### src/rtl/pixel_buffer.sv
// Pixel buffer: 64 x 12-bit FIFO, filled 8 pixels per edge from nibble-packed
// R/G/B words and drained one pixel per edge with first-word-fall-through.
module pixel_buffer (
    input  logic        clk,
    input  logic        rst_,
    input  logic [31:0] r_data,
    input  logic [31:0] g_data,
    input  logic [31:0] b_data,
    input  logic        r_rts,
    input  logic        g_rts,
    input  logic        b_rts,
    output logic        in_rtr,
    output logic [11:0] current_pixel,
    output logic        out_rts,
    input  logic        out_rtr,
    output logic [5:0]  wr_addr,
    output logic [5:0]  rd_addr,
    output logic [11:0] d0,
    output logic [11:0] d1,
    output logic [11:0] d2,
    output logic [11:0] d3,
    output logic [11:0] d4,
    output logic [11:0] d5,
    output logic [11:0] d6,
    output logic [11:0] d7,
    output logic [11:0] d8,
    output logic [11:0] d9,
    output logic [11:0] d10,
    output logic [11:0] d11,
    output logic [11:0] d12,
    output logic [11:0] d13,
    output logic [11:0] d14,
    output logic [11:0] d15
);

    localparam int DEPTH     = 64;
    localparam int WORD_PIX  = 8;
    localparam logic [6:0] RTR_LIMIT = 7'd56;

    logic [11:0] mem [DEPTH];
    logic [6:0]  count;
    logic [6:0]  count_next;
    logic        write_en;
    logic        read_en;

    // A 56-entry ceiling guarantees a full word fits even with no pop this edge.
    assign in_rtr   = (count <= RTR_LIMIT);
    assign out_rts  = (count != 7'd0);
    assign write_en = r_rts & g_rts & b_rts & in_rtr;
    assign read_en  = out_rts & out_rtr;

    assign current_pixel = mem[rd_addr];

    // NOTE: always_comb assigns a default first so no path leaves count_next unassigned (no latch).
    always_comb begin
        count_next = count;
        unique case ({write_en, read_en})
            2'b10:   count_next = count + 7'd8;
            2'b01:   count_next = count - 7'd1;
            2'b11:   count_next = count + 7'd7;
            default: count_next = count;
        endcase
    end

    // NOTE: sequential state uses non-blocking assignments so every register samples pre-edge values.
    always_ff @(posedge clk or negedge rst_) begin
        if (!rst_) begin
            wr_addr <= '0;
            rd_addr <= '0;
            count   <= '0;
        end else begin
            count <= count_next;
            if (write_en) begin
                wr_addr <= wr_addr + 6'd8;
            end
            if (read_en) begin
                rd_addr <= rd_addr + 6'd1;
            end
        end
    end

    // NOTE: the storage array is reset too, because reset must visibly clear every entry.
    always_ff @(posedge clk or negedge rst_) begin
        if (!rst_) begin
            for (int i = 0; i < DEPTH; i++) begin
                mem[i] <= '0;
            end
        end else if (write_en) begin
            // wr_addr is always 8-aligned, so the slot index is just its upper bits plus k.
            for (int k = 0; k < WORD_PIX; k++) begin
                mem[{wr_addr[5:3], 3'(k)}] <= {r_data[4*k +: 4], g_data[4*k +: 4], b_data[4*k +: 4]};
            end
        end
    end

    assign d0  = mem[0];
    assign d1  = mem[1];
    assign d2  = mem[2];
    assign d3  = mem[3];
    assign d4  = mem[4];
    assign d5  = mem[5];
    assign d6  = mem[6];
    assign d7  = mem[7];
    assign d8  = mem[8];
    assign d9  = mem[9];
    assign d10 = mem[10];
    assign d11 = mem[11];
    assign d12 = mem[12];
    assign d13 = mem[13];
    assign d14 = mem[14];
    assign d15 = mem[15];

endmodule

### config.mk
export PLATFORM = sky130hd
export DESIGN_NAME = pixel_buffer
export DESIGN_NICKNAME = d
export VERILOG_FILES = /design/src/rtl/pixel_buffer.sv
export SDC_FILE = /design/constraint.sdc
export NUM_CORES = 1
export LEC_CHECK = 0
export CAP_MARGIN = 0
export CORE_ASPECT_RATIO = 1.75
export CORE_UTILIZATION = 60
export CTS_CLUSTER_SIZE = 14
export DETAILED_ROUTE_END_ITERATION = 6
export PLACE_DENSITY = 0.82
export SLEW_MARGIN = 20
export SYNTH_ARGS = -nofsm -noshare
export SYNTH_HDL_FRONTEND = slang
export SYNTH_SLANG_ARGS = --single-unit
### constraint.sdc
create_clock -name clk -period 4.8 [get_ports clk]
set_input_delay 0.96 -clock clk [delete_from_list [all_inputs] [get_ports clk]]
set_output_delay 0.96 -clock clk [all_outputs]
set_load 0.05 [all_outputs]
==> results of run 1 <==
[worst register-to-register path, stage by stage (launching register included)]
cell and delay [ps]:
dfrtp_1 420, inv_1 100, ha_1 220, nand4b_1 150, a311oi_2 610, nand2_1 340, nor2_4 730, buf_4 360
mux2_2 370
[how the worst min path moves through the flow]
stage	startpoint	endpoint	slack [ps]	cells after the start
after global routing	rst_	d13[6]$_DFFE_PN0P_	330	1
after CTS	rst_	d14[4]$_DFFE_PN0P_	330	1
after floorplan	mem[439]$_DFFE_PN0P_	mem[439]$_DFFE_PN0P_	450	1
final	rst_	d14[4]$_DFFE_PN0P_	330	1
after global placement	mem[439]$_DFFE_PN0P_	mem[439]$_DFFE_PN0P_	460	1
after detailed placement	mem[256]$_DFFE_PN0P_	mem[256]$_DFFE_PN0P_	470	1
[cell families (layout without fill, tap and decap cells)]
| kind of cell | after synthesis | count (layout) | share of synthesized area [%] |
|---|---|---|---|
| xor gates and xnor gates | 13 | 13 | 0.309 |
| buffers and inverters | 358 | 489 | 6.28 |
| DFF | 784 | 784 | 53.3 |
| muxes | 1006 | 1006 | 35.2 |
| AOI/OAI and AO/OA | 163 | 163 | 3.19 |
| other | 1 | 4 | 0.0102 |
| adders and majority gates | 8 | 8 | 0.272 |
| and+or+nand+nor | 114 | 114 | 1.49 |
[layer usage]
| metal | global-route usage (%) | up-vias |
|---|---|---|
| li1 | - | 9015 |
| met1 | 40.0 | 11600 |
| met2 | 49.7 | 697 |
| met3 | 4.46 | 143 |
| met4 | 9.20 | 4 |
| met5 | 0 | - |
[power groups by stage]
stage	Combinational (mW)	Sequential [mW]	Clock [mW]
after floorplan	10.1	9.76	0
after global placement	12.8	10.2	0
after detailed placement	13.0	10.4	0
after CTS	13.1	10.3	5.61
after global routing	13.6	10.6	5.86
final	13.1	10.3	5.53
[layout make-up]
cell class | instances | area (um^2) | area share, %
Antenna cell | 1 | 2.50 | 0.00600
Clock buffer | 105 | 2070 | 4.96
Clock inverter | 15 | 150 | 0.360
Inverter | 6 | 22.5 | 0.0540
Multi-Input combinational cell | 1307 | 15000 | 36.0
Sequential cell | 784 | 19600 | 47.1
Tap cell | 786 | 983 | 2.36
Timing Repair Buffer | 363 | 3850 | 9.24
[sequential cells by signal (all words and copies together) (netlist names)]
signal   count
count        7
d0          12
d1          12
d10         12
d11         12
d12         12
d13         12
d14         12
d15         12
d2          12
d3          12
d4          12
d5          12
d6          12
d7          12
d8          12
d9          12
mem        576
rd_addr      6
wr_addr      3
[synth_stat cells (5+ instances only)]
cell type  count  area [um^2]
nor2_1        30          113
o22ai_1       25          156
xnor2_1        9         78.8
nand2_1       44          165
buf_6          7         78.8
buf_1         18         67.6
a211o_1        8         70.1
dfrtp_1      784        19600
inv_1          5         18.8
nand3_1       12         60.1
a221oi_1       5         43.8
clkbuf_1      53          199
o221ai_1      14          123
buf_4        230         1730
mux2_2       573         6450
mux4_2       154         3470
a21oi_1       29          145
a22oi_1       28          210
ha_1           8          100
a22o_1         8         70.1
a211oi_1      18          135
mux2i_1       79          791
mux2_1       200         2250
a31oi_1        6         37.5
buf_2         44          220
[cells in the final DEF (no fill, tap or decap), drive strengths merged, types with 4 or more instances in the layout]
master | synthesis | layout
o221ai | 14 | 14
nand3b | 4 | 4
nor2 | 30 | 30
inv | 6 | 8
buf | 299 | 60
mux2i | 79 | 79
a21oi | 29 | 29
nand3 | 14 | 14
a211o | 8 | 8
a221oi | 5 | 5
nand2b | 4 | 4
nor3 | 4 | 4
clkdlybuf4s50 | 0 | 303
mux2 | 773 | 773
o22ai | 25 | 25
ha | 8 | 8
clkbuf | 53 | 105
a31oi | 6 | 6
a22o | 8 | 8
a211oi | 18 | 18
clkinv | 0 | 10
nand2 | 44 | 44
a22oi | 28 | 28
mux4 | 154 | 154
dfrtp | 784 | 784
xor2 | 4 | 4
xnor2 | 9 | 9
a32o | 4 | 4
[stage by stage]
step,cell area (um^2),cells,utilization (%)
2_1_floorplan,36800,2449,-
3_3_place_gp,39500,3246,65.3
3_5_place_dp,39500,3246,65.3
4_1_cts,41700,3366,69.0
5_1_grt,41700,3366,69.0
6_report,41700,3367,69.0
==> results.txt, run 1 <==
The run finished, with violations left. The checks that failed: negative setup slack. The worst clock skew on the final layout is 16.8 ps. The synthesized design contains 784 register bits. Number of global-route vias before repair: 23000. Type of the worst min-delay path: in2async. Power spread over the standard cell area amounts to 694 mW/mm^2.

Across all register-to-register paths, the minimum setup slack is 1380 ps. In this run the remaining antenna-violating nets after routing total 0. The clock network is responsible for 19.1% of the overall power. The cell count after synthesis came out at 2447. TritonCTS built the clock tree.

After routing, the total negative slack on setup checks comes to -24.9 ps. The worst setup margin was -24.9 ps. The synthesis-to-finish area growth was 13.2%; the maximum level of the CTS H-tree was 3. For the worst setup path, the data required time is 3840 ps. The initialized floorplan defines 119 standard-cell rows. For the count of boundary I/O pins, the log shows 320. The largest fanout of any net on the critical path came out at 32. For this run, the top clock speed supported by timing is 207 MHz. Clock net sink count: 784.

The most critical setup path has its endpoint at current_pixel[3]. Cell internal power was estimated by the tool at 17.4 mW. Number of buffers created by CTS: 71. For the count of final max-slew check failures, the log shows 0.

Detailed routing inserted a total of 21500 vias. For this run, the number of Yosys warnings is 0. The net switching power figure is 11.6 mW, and the combinational share of power is 45.2%.

The number of stages on the worst setup path was 6. Startpoint kind of the worst setup timing path: a flop. Counting cells, the worst reg-to-reg path comes to 8. After synthesis the cells add up to 0.0368 mm^2. OpenSTA, run right after detailed placement, puts the worst setup slack at 778 ps.

Tracing the worst setup path back leads to its startpoint at rd_addr[0]$_DFFE_PN0N_. On the critical path the largest part of the delay comes from compound AO/OA/AOI/OAI gates. Summed over all cells, the static leakage comes to 19.5 nW.

The tools report the reg-to-reg critical path endpoint as mem[41]$_DFFE_PN0P_. The global-route wire length before repair was 140000 um. The run gives 53.3% as the part of the Yosys area used for sequential elements. The reported max-cap violation count is 0. Data arrives at the worst endpoint at 3860 ps.

The die covers 0.0624 mm^2. Using the TritonRoute via totals, the vias-per-cell ratio works out to 6.39. Final number of setup-violating endpoints: 1.

The detailed router used layers up to and including met5. Traced cell by cell, the critical path runs through mux4_2, nand2_1, a21oi_1, a2111oi_0, nor3_1, buf_12. The number of distinct library cell variants in the gate-level netlist after synthesis is 54.

In this design, the stage delay of the slowest critical-path cell is 1020 ps. The clock slew seen by the registers of the worst setup and hold paths is 60 ps. The clock passes through at most 3 buffers. The startpoint of the worst-slack reg-to-reg timing path is count[0]$_DFFE_PN0P_. The insertion delay of the later-clocked pin in the worst-skew pair came out at 610 ps. Master of the slowest instance on the critical path: a2111oi_0. Largest net degree at the start of global routing: 185.

Per report_power, the sequential group accounts for 35.6% of the total. The routed design has 89800 um of wire. The worst setup path is captured at an output port.

In this run the standard cell core region covers 0.0605 mm^2. The floorplan step set the die height to 330 um. The final critical delay including setup and external delays is 4820 ps, and the port buffer count is 316. The number of violations reported at the end of detailed-routing iteration 0 is 1461. The final weighted congestion in routability-driven placement was 0.852; the overall routing resource usage was 29.6%. The run gives 5 as the first-pass iteration count of the detailed router. The tools report the starting utilization of the core area as 60.9%. IR analysis of the VDD net gives a maximum drop of 0.000735 V. In this run switching power makes up 40.0% of total power. For the number of filler cells placed in the layout, the log shows 4091. The tools report the routed metal-1 wirelength as 37100 um. After clock tree synthesis, the setup repair step added 0 buffers. Setup repair after global routing left no endpoint under its margin. The critical path is of the reg2out type.

The most used flip-flop cell after synthesis is dfrtp_1. In the synthesized netlist the async set-or-reset flop fraction comes to 100%. Hold is met by 335 ps.

For the pin with the worst max-slew slack, the measured transition is 1220 ps. The initial antenna violation count is 3. The routed design uses 45700 um of met2 wire.

Summed over all layers, the global routing overflow is 0. For this run, design rule violations remaining after detail routing come to 0. The final number of hold-violating endpoints came out at 0. Overall power consumption after layout is estimated at 28.9 mW. Hold repair after CTS inserted 0 buffers. The worst pin sits at a relative slew slack of 16.3%.

The amount of wire on met3 after detailed routing is 4720 um, and the share of the clock period used by the worst path is 101%. The average instance in the mapped netlist occupies 15.1 um^2. For this run, the post-layout net count is 2643. Cell chosen for the clock root: clkbuf_16. The number of gates resized after CTS was 0. Yosys mapped a number of flops with a built-in enable equal to 0. Measured along the x axis, the die boundary spans 189 um. The share of cells above drive strength 1 is 35.1%, and the detailed placement HPWL is 59600 um. The average routed wire per standard cell is 26.7 um, and the worst path buffer plus inverter count is 1.
Note: power is estimated with default switching activity, not from simulation.
==> run 2, diff against run 1 <==
- CORE_UTILIZATION: 60 -> 50
- PLACE_DENSITY: 0.82 -> 0.71
==> results.txt, run 2 (synthesis results as in run 1) <==
The flow ran to the end, and the final reports show no timing, DRC or antenna violations. The worst register-to-register path ends at mem[415]$_DFFE_PN0P_. In the layout the commonest cells are dfrtp_1 (781), mux2_2 (573), clkdlybuf4s50_1 (303).

The run gives 3 as the initial antenna violation count. The final number of setup-violating endpoints was 0; the leakage power of the design was 19.7 nW. Post-CTS resize count: 0. The count of final max-slew check failures came out at 0.

Clock-pin slew was measured on the worst setup and hold paths at 60 ps. After detailed routing, the total wire length is 94900 um. The average routed wire per standard cell came out at 26.9 um.

Internal power comes to 17.7 mW. The tools report the number of global-route vias before repair as 23600. The number of filler cells placed in the layout is 5634, and the worst setup margin is 169 ps. The die span in x came out at 207 um. The tools report the post-route setup TNS as 0 ps. The net switching fraction of the power was 39.9%. For the number of buffers created by CTS, the log shows 73. For the pin with the worst max-slew slack, the measured transition is 1030 ps. The remaining max-slew budget at the tightest pin is 31.6%. TritonCTS built the clock tree.

For the worst clock skew on the final layout, the log shows 16.7 ps. The logs give 64400 um for the detailed placement HPWL and 3840 ps for the worst endpoint required time. Leaving out fill and tap cells, the most frequent cell in the layout is dfrtp_1. The post-route netlist has 35.9% of its cells at a drive strength greater than 1.

Of the total power, registers draw 35.2%. The final layout contains 2655 nets. At the worst endpoint, the arrival time is 3670 ps.

Across every metal layer, demand over resource in global routing totals 26.0%. The port buffer count came out at 316. Type of the worst setup path: reg2out.

The final number of hold-violating endpoints was 0. The number of cells on the worst reg-to-reg path is 9. Max-cap violations in this run came to 0. The worst hold path belongs to the class in2async. Summed over all nets, the switching power comes to 11.8 mW.

Dividing the detail-routed via count by the number of cells gives 6.11. VDD sags by at most 0.000648 V. The initialized floorplan defines 131 standard-cell rows. The type of element capturing the critical path is an output port. Largest net degree at the start of global routing: 118.

The register with the most flip-flops in the layout has 576 of them. On the critical path, the stage with the largest delay is an instance of dfrtp_4. Pin placement for this block handled 320 I/O pins. The die area is 0.0748 mm^2.

The register with the most flip-flops in the final layout is mem. Static timing analysis puts the maximum clock frequency at 216 MHz. The number of violations reported at the end of detailed-routing iteration 0 is 1310, and the insertion delay of the later-clocked pin in the worst-skew pair is 620 ps.

The clock network burns 20.1% of the power. Walking the worst path, the cells encountered are buf_4, mux4_2, a211o_1, o22ai_1, nor3_1, buf_12. In this run the power density over the cells is 699 mW/mm^2.

Share of the clock period used by the worst path: 96.5%. In this run the critical register-to-register path is launched from count[0]$_DFFE_PN0P_. After clock tree synthesis, the flow added hold-fix buffers numbering 0. Relative to the synthesized area, the layout overhead comes to 14.6%.

The overall die height was 361 um. Timing analysis after detailed placement gives a worst setup slack of 791 ps. The run gives 784 as the clock net sink count. After detailed routing, the number of remaining DRC violations is 0. The core outline area was 0.0729 mm^2. Summed over all layers, the global routing overflow is 0. The critical path starts at rd_addr[0]$_DFFE_PN0N_. Setup repair after global routing left no endpoint under its margin.

The final route contains 21600 vias. The first global-routing pass estimated 148000 um of wire. In this design, the stage delay of the slowest critical-path cell is 860 ps. The worst register-to-register path has a setup slack of 1580 ps. The largest fanout of any net on the critical path was 31; the final weighted congestion in routability-driven placement was 0.874. STA classifies the critical path startpoint as a flop.

The cell chosen for the clock root is clkbuf_16. Combinational logic burns 44.7% of the power. Maximum level of the CTS H-tree: 3. The first TritonRoute pass finished after 7 iterations.

The worst path needs 4630 ps of the cycle, external delays included. The post-CTS repair timing setup buffer count was 0. For the clock tree buffer depth, the log shows 3. The starting utilization of the core area came out at 50.5%. The count of antenna-violating nets left after detailed routing was 0.
## run 2: cell count changes in the layout (fill, tap and decap cells not counted), sizes merged
cell and change:
buf +10, bufinv +2, clkbuf +4, clkinv +3, clkinvlp -1, inv +1
## run 2: cell type report
cell class / instances / area [um^2] / area share (%)
inverters: 6 / 22.5 / 0.0533
clock inverters: 20 / 211 / 0.501
well taps: 931 / 1160 / 2.76
repair buffers: 373 / 3970 / 9.40
clock buffers: 109 / 2230 / 5.28
diodes: 1 / 2.50 / 0.00593
multi-input cells: 1307 / 15000 / 35.5
flip-flops and latches: 784 / 19600 / 46.5
## run 2: routing by layer
layer | vias to the layer above | track usage, % | wire length [um]
met1 | 11700 | 35.4 | 41400
met5 | - | 0 | 0
met3 | 164 | 3.85 | 4400
li1 | 9050 | - | -
met4 | 0 | 8.55 | 2520
met2 | 618 | 42.9 | 46700
## run 2: power groups by stage
stage | combinational, mW | clock, mW | sequential [mW]
finish | 13.2 | 5.93 | 10.4
global route | 13.8 | 6.29 | 10.7
CTS | 13.3 | 6.06 | 10.4
detailed placement | 13.2 | 0 | 10.5
global placement | 13.0 | 0 | 10.3
floorplan | 10.1 | 0 | 9.76
## run 2: stage by stage
stage | hold slack [ps] | area, um^2 | cells | total power, mW | utilization (%)
2_1_floorplan | 452 | 36800 | 2449 | 19.8 | -
3_3_place_gp | 462 | 39800 | 3401 | 23.4 | 54.5
3_5_place_dp | 473 | 39800 | 3401 | 23.7 | 54.5
4_1_cts | 480 | 42200 | 3530 | 29.7 | 57.9
5_1_grt | 499 | 42200 | 3530 | 30.7 | 57.9
6_report | 407 | 42200 | 3531 | 29.5 | 57.9
## run 2: how the worst max path moves through the flow
stage	endpoint	depth (start not counted)
global placement	current_pixel[6]	7
floorplan	current_pixel[3]	9
finish	current_pixel[9]	6
detailed placement	current_pixel[6]	7
global route	current_pixel[9]	6
CTS	current_pixel[6]	7
## run 2: worst max-delay path: cells and delay by family (launching register included)
family          cells  cell delay [ps]
flops               1              860
compound gates      2              800
mux                 1              590
buf+inv             2              570
simple gates        1              200
==> run 3, diff against run 2 <==
- CELL_PAD_IN_SITES_DETAIL_PLACEMENT: default -> 1
- CELL_PAD_IN_SITES_GLOBAL_PLACEMENT: default -> 1
- PLACE_DENSITY: 0.71 -> default
- PLACE_DENSITY_LB_ADDON: default -> 0.1
- REMOVE_ABC_BUFFERS: default -> 1
==> results.txt, run 3 (synthesis results as in run 1) <==
The flow ran to the end, and the final reports show no timing, DRC or antenna violations. Relative to the synthesized area, the layout overhead comes to 15.0%. Across the VDD grid, the largest voltage drop is 0.000488 V. The number of hold buffers added after CTS was 0. In this run, post-CTS repair resized a total of 0 instances.

In this run the tightest slew margin relative to its limit is 29.0%. Design area: 0.0424 mm^2. The initial utilization of the core area, before any placement, comes to 50.5%.

After layout, the design draws a total of 29.5 mW. The startpoint identified for the worst register-to-register timing path is count[0]$_DFFE_PN0P_. For the number of violations reported at the end of detailed-routing iteration 0, the log shows 992.

In this run the horizontal extent of the chip is 207 um. For this run, design rule violations remaining after detail routing come to 0. The final number of setup-violating endpoints was 0; the overall via count from detail_route was 21400. The final weighted congestion in routability-driven placement is 0.779, and the count of standard-cell rows is 131. The path class of the tightest hold or removal check is in2async. The worst register-to-register path ends at mem[470]$_DFFE_PN0P_. For the core outline area, the log shows 0.0729 mm^2. The run gives 0 as the count of antenna-violating nets left after detailed routing. The tools report the number of global-route vias before repair as 24500. After detailed routing, the number of vias per cell comes to 6.03. Final hold analysis gives a worst-case slack of 299 ps.

The largest fanout of any net on the critical path was 40; the share of the clock period used by the worst path was 95.9%. Capturing element of the worst setup path: current_pixel[7]. The worst slack after detailed placement is 745 ps, and the number of cell instances on the worst register-to-register path is 8. The worst setup margin came out at 198 ps. In this run the cell area measured after placement is 0.0399 mm^2. Once the clock tree was built, the setup fixing pass inserted 0 buffers. The slowest stage of the critical path belongs to the cell dfrtp_4. The clock tree synthesis step divided the H-tree into 3 levels. Clock tree synthesis found a total of 784 sinks. Actual transition at the worst max-transition pin: 1060 ps. The worst path needs 4600 ps of the cycle, external delays included.

Worst clock skew on the final layout: 16.1 ps. In this run the register-to-register setup slack is 1280 ps. By instance count, the cell type seen most on the critical path is o22ai_1. The critical path goes through nand3b_1, buf_4, o22ai_1, a211o_1, o22ai_1, nor3_1, buf_12.

Once layout is complete, the utilization of the core stands at 58.1%. The cell chosen for the clock root was clkbuf_16. The count of final max-slew check failures is 0, and the port buffer count is 316. Across the run, the number of max-cap violations was 0. The top achievable clock speed is 217 MHz. In the global route stage, overall resource usage came out at 27.4%. The number of nets in the layout was 2670; the final number of hold-violating endpoints was 0. Share of cells above drive strength 1: 36.3%. The library cells used most frequently in the layout, excluding fill and tap cells, are dfrtp_1 (781), mux2_2 (573), clkdlybuf4s50_1 (303).

In this run the power density over the cells is 697 mW/mm^2. The critical path in this run is classified as reg2out. The cell total after placement is 3414, and the overall die height is 361 um. The initial antenna violation count was 3. For the post-route setup TNS, the log shows 0 ps.

Tracing the worst setup path back leads to its startpoint at rd_addr[1]$_DFFE_PN0N_. The die covers 0.0748 mm^2. The count of boundary I/O pins was 320; the global-route wire length before repair was 156000 um. The library cell used most frequently in the layout, excluding fill and tap cells, is dfrtp_1.

Data on the critical path is required at its endpoint by 3840 ps. Before antenna repair, the detailed router went through 5 iterations. In this design, the stage delay of the slowest critical-path cell is 750 ps. Dividing the detail-routed wire length by the instance count gives 27.8 um. The repair_antennas step left the layout with diodes totalling 0. STA classifies the critical path startpoint as a flop. Global routing finished with a remaining overflow of 0.

The largest net degree at the start of global routing came out at 112. Ranked by flip-flop count, first place goes to mem. Clock-pin slew was measured on the worst setup and hold paths at 60 ps.

The final cell count without fillers is 3544. The clock reaches the later pin of the worst-skew pair after 630 ps. TritonCTS built the clock tree. The type of element capturing the critical path is an output port.

Arrival time reported for the critical path endpoint: 3640 ps. Setup repair after global routing left no endpoint under its margin. The wire-length estimate of the detail-placed layout is 64100 um. The final layout contains routed wiring with a total length of 98500 um. The analysis attributes to cell leakage a power of 19.8 nW. Counting along the longest clock path gives a buffer depth of 3.

The flip-flop count of the largest register, all copies and words added is 576, and the number of buffers created by CTS is 75.
## run 3: cell types whose count changed in the layout (fill, tap and decap cells not counted), moves of 2 or more
cell	previous run	this run
clkbuf_8	18	16
clkinv_2	13	17
buf_12	32	36
buf_4	37	46
## run 3: worst max-delay path, delay by kind of cell (launching register included)
| kind | cells | cell delay [ps] |
|---|---|---|
| buf+inv | 2 | 630 |
| flops | 1 | 750 |
| simple gates | 2 | 1240 |
| compound gates | 3 | 390 |
## run 3: per-layer routing
layer | routed length, um | share of wire, % | global-route usage (%)
met1 | 40000 | 41 | 34.2
met2 | 52500 | 53 | 49.3
met3 | 3410 | 3.5 | 3.71
met4 | 2470 | 2.5 | 8.11
met5 | 37 | 0.038 | 0
## run 3: cell type report
cell class | count | area (um^2)
Fill cell | 6706 | 30600
Sequential cell | 784 | 19600
Multi-Input combinational cell | 1307 | 15000
Timing Repair Buffer | 386 | 4110
Clock buffer | 106 | 2200
Tap cell | 931 | 1160
Clock inverter | 24 | 230
Inverter | 6 | 22.5
## run 3: how the worst min path moves through the flow
| stage | end | slack (ps) |
|---|---|---|
| after floorplan | mem[439]$_DFFE_PN0P_ | 450 |
| after global placement | mem[446]$_DFFE_PN0P_ | 460 |
| after detailed placement | mem[439]$_DFFE_PN0P_ | 470 |
| after CTS | d0[5]$_DFFE_PN0P_ | 370 |
| after global routing | d8[5]$_DFFE_PN0P_ | 370 |
| final | d2[5]$_DFFE_PN0P_ | 300 |
## run 3: power breakdown
part           internal (mW)  switching, mW
Sequential              8.70           1.68
Clock                   3.40           2.58
Combinational           5.64           7.53
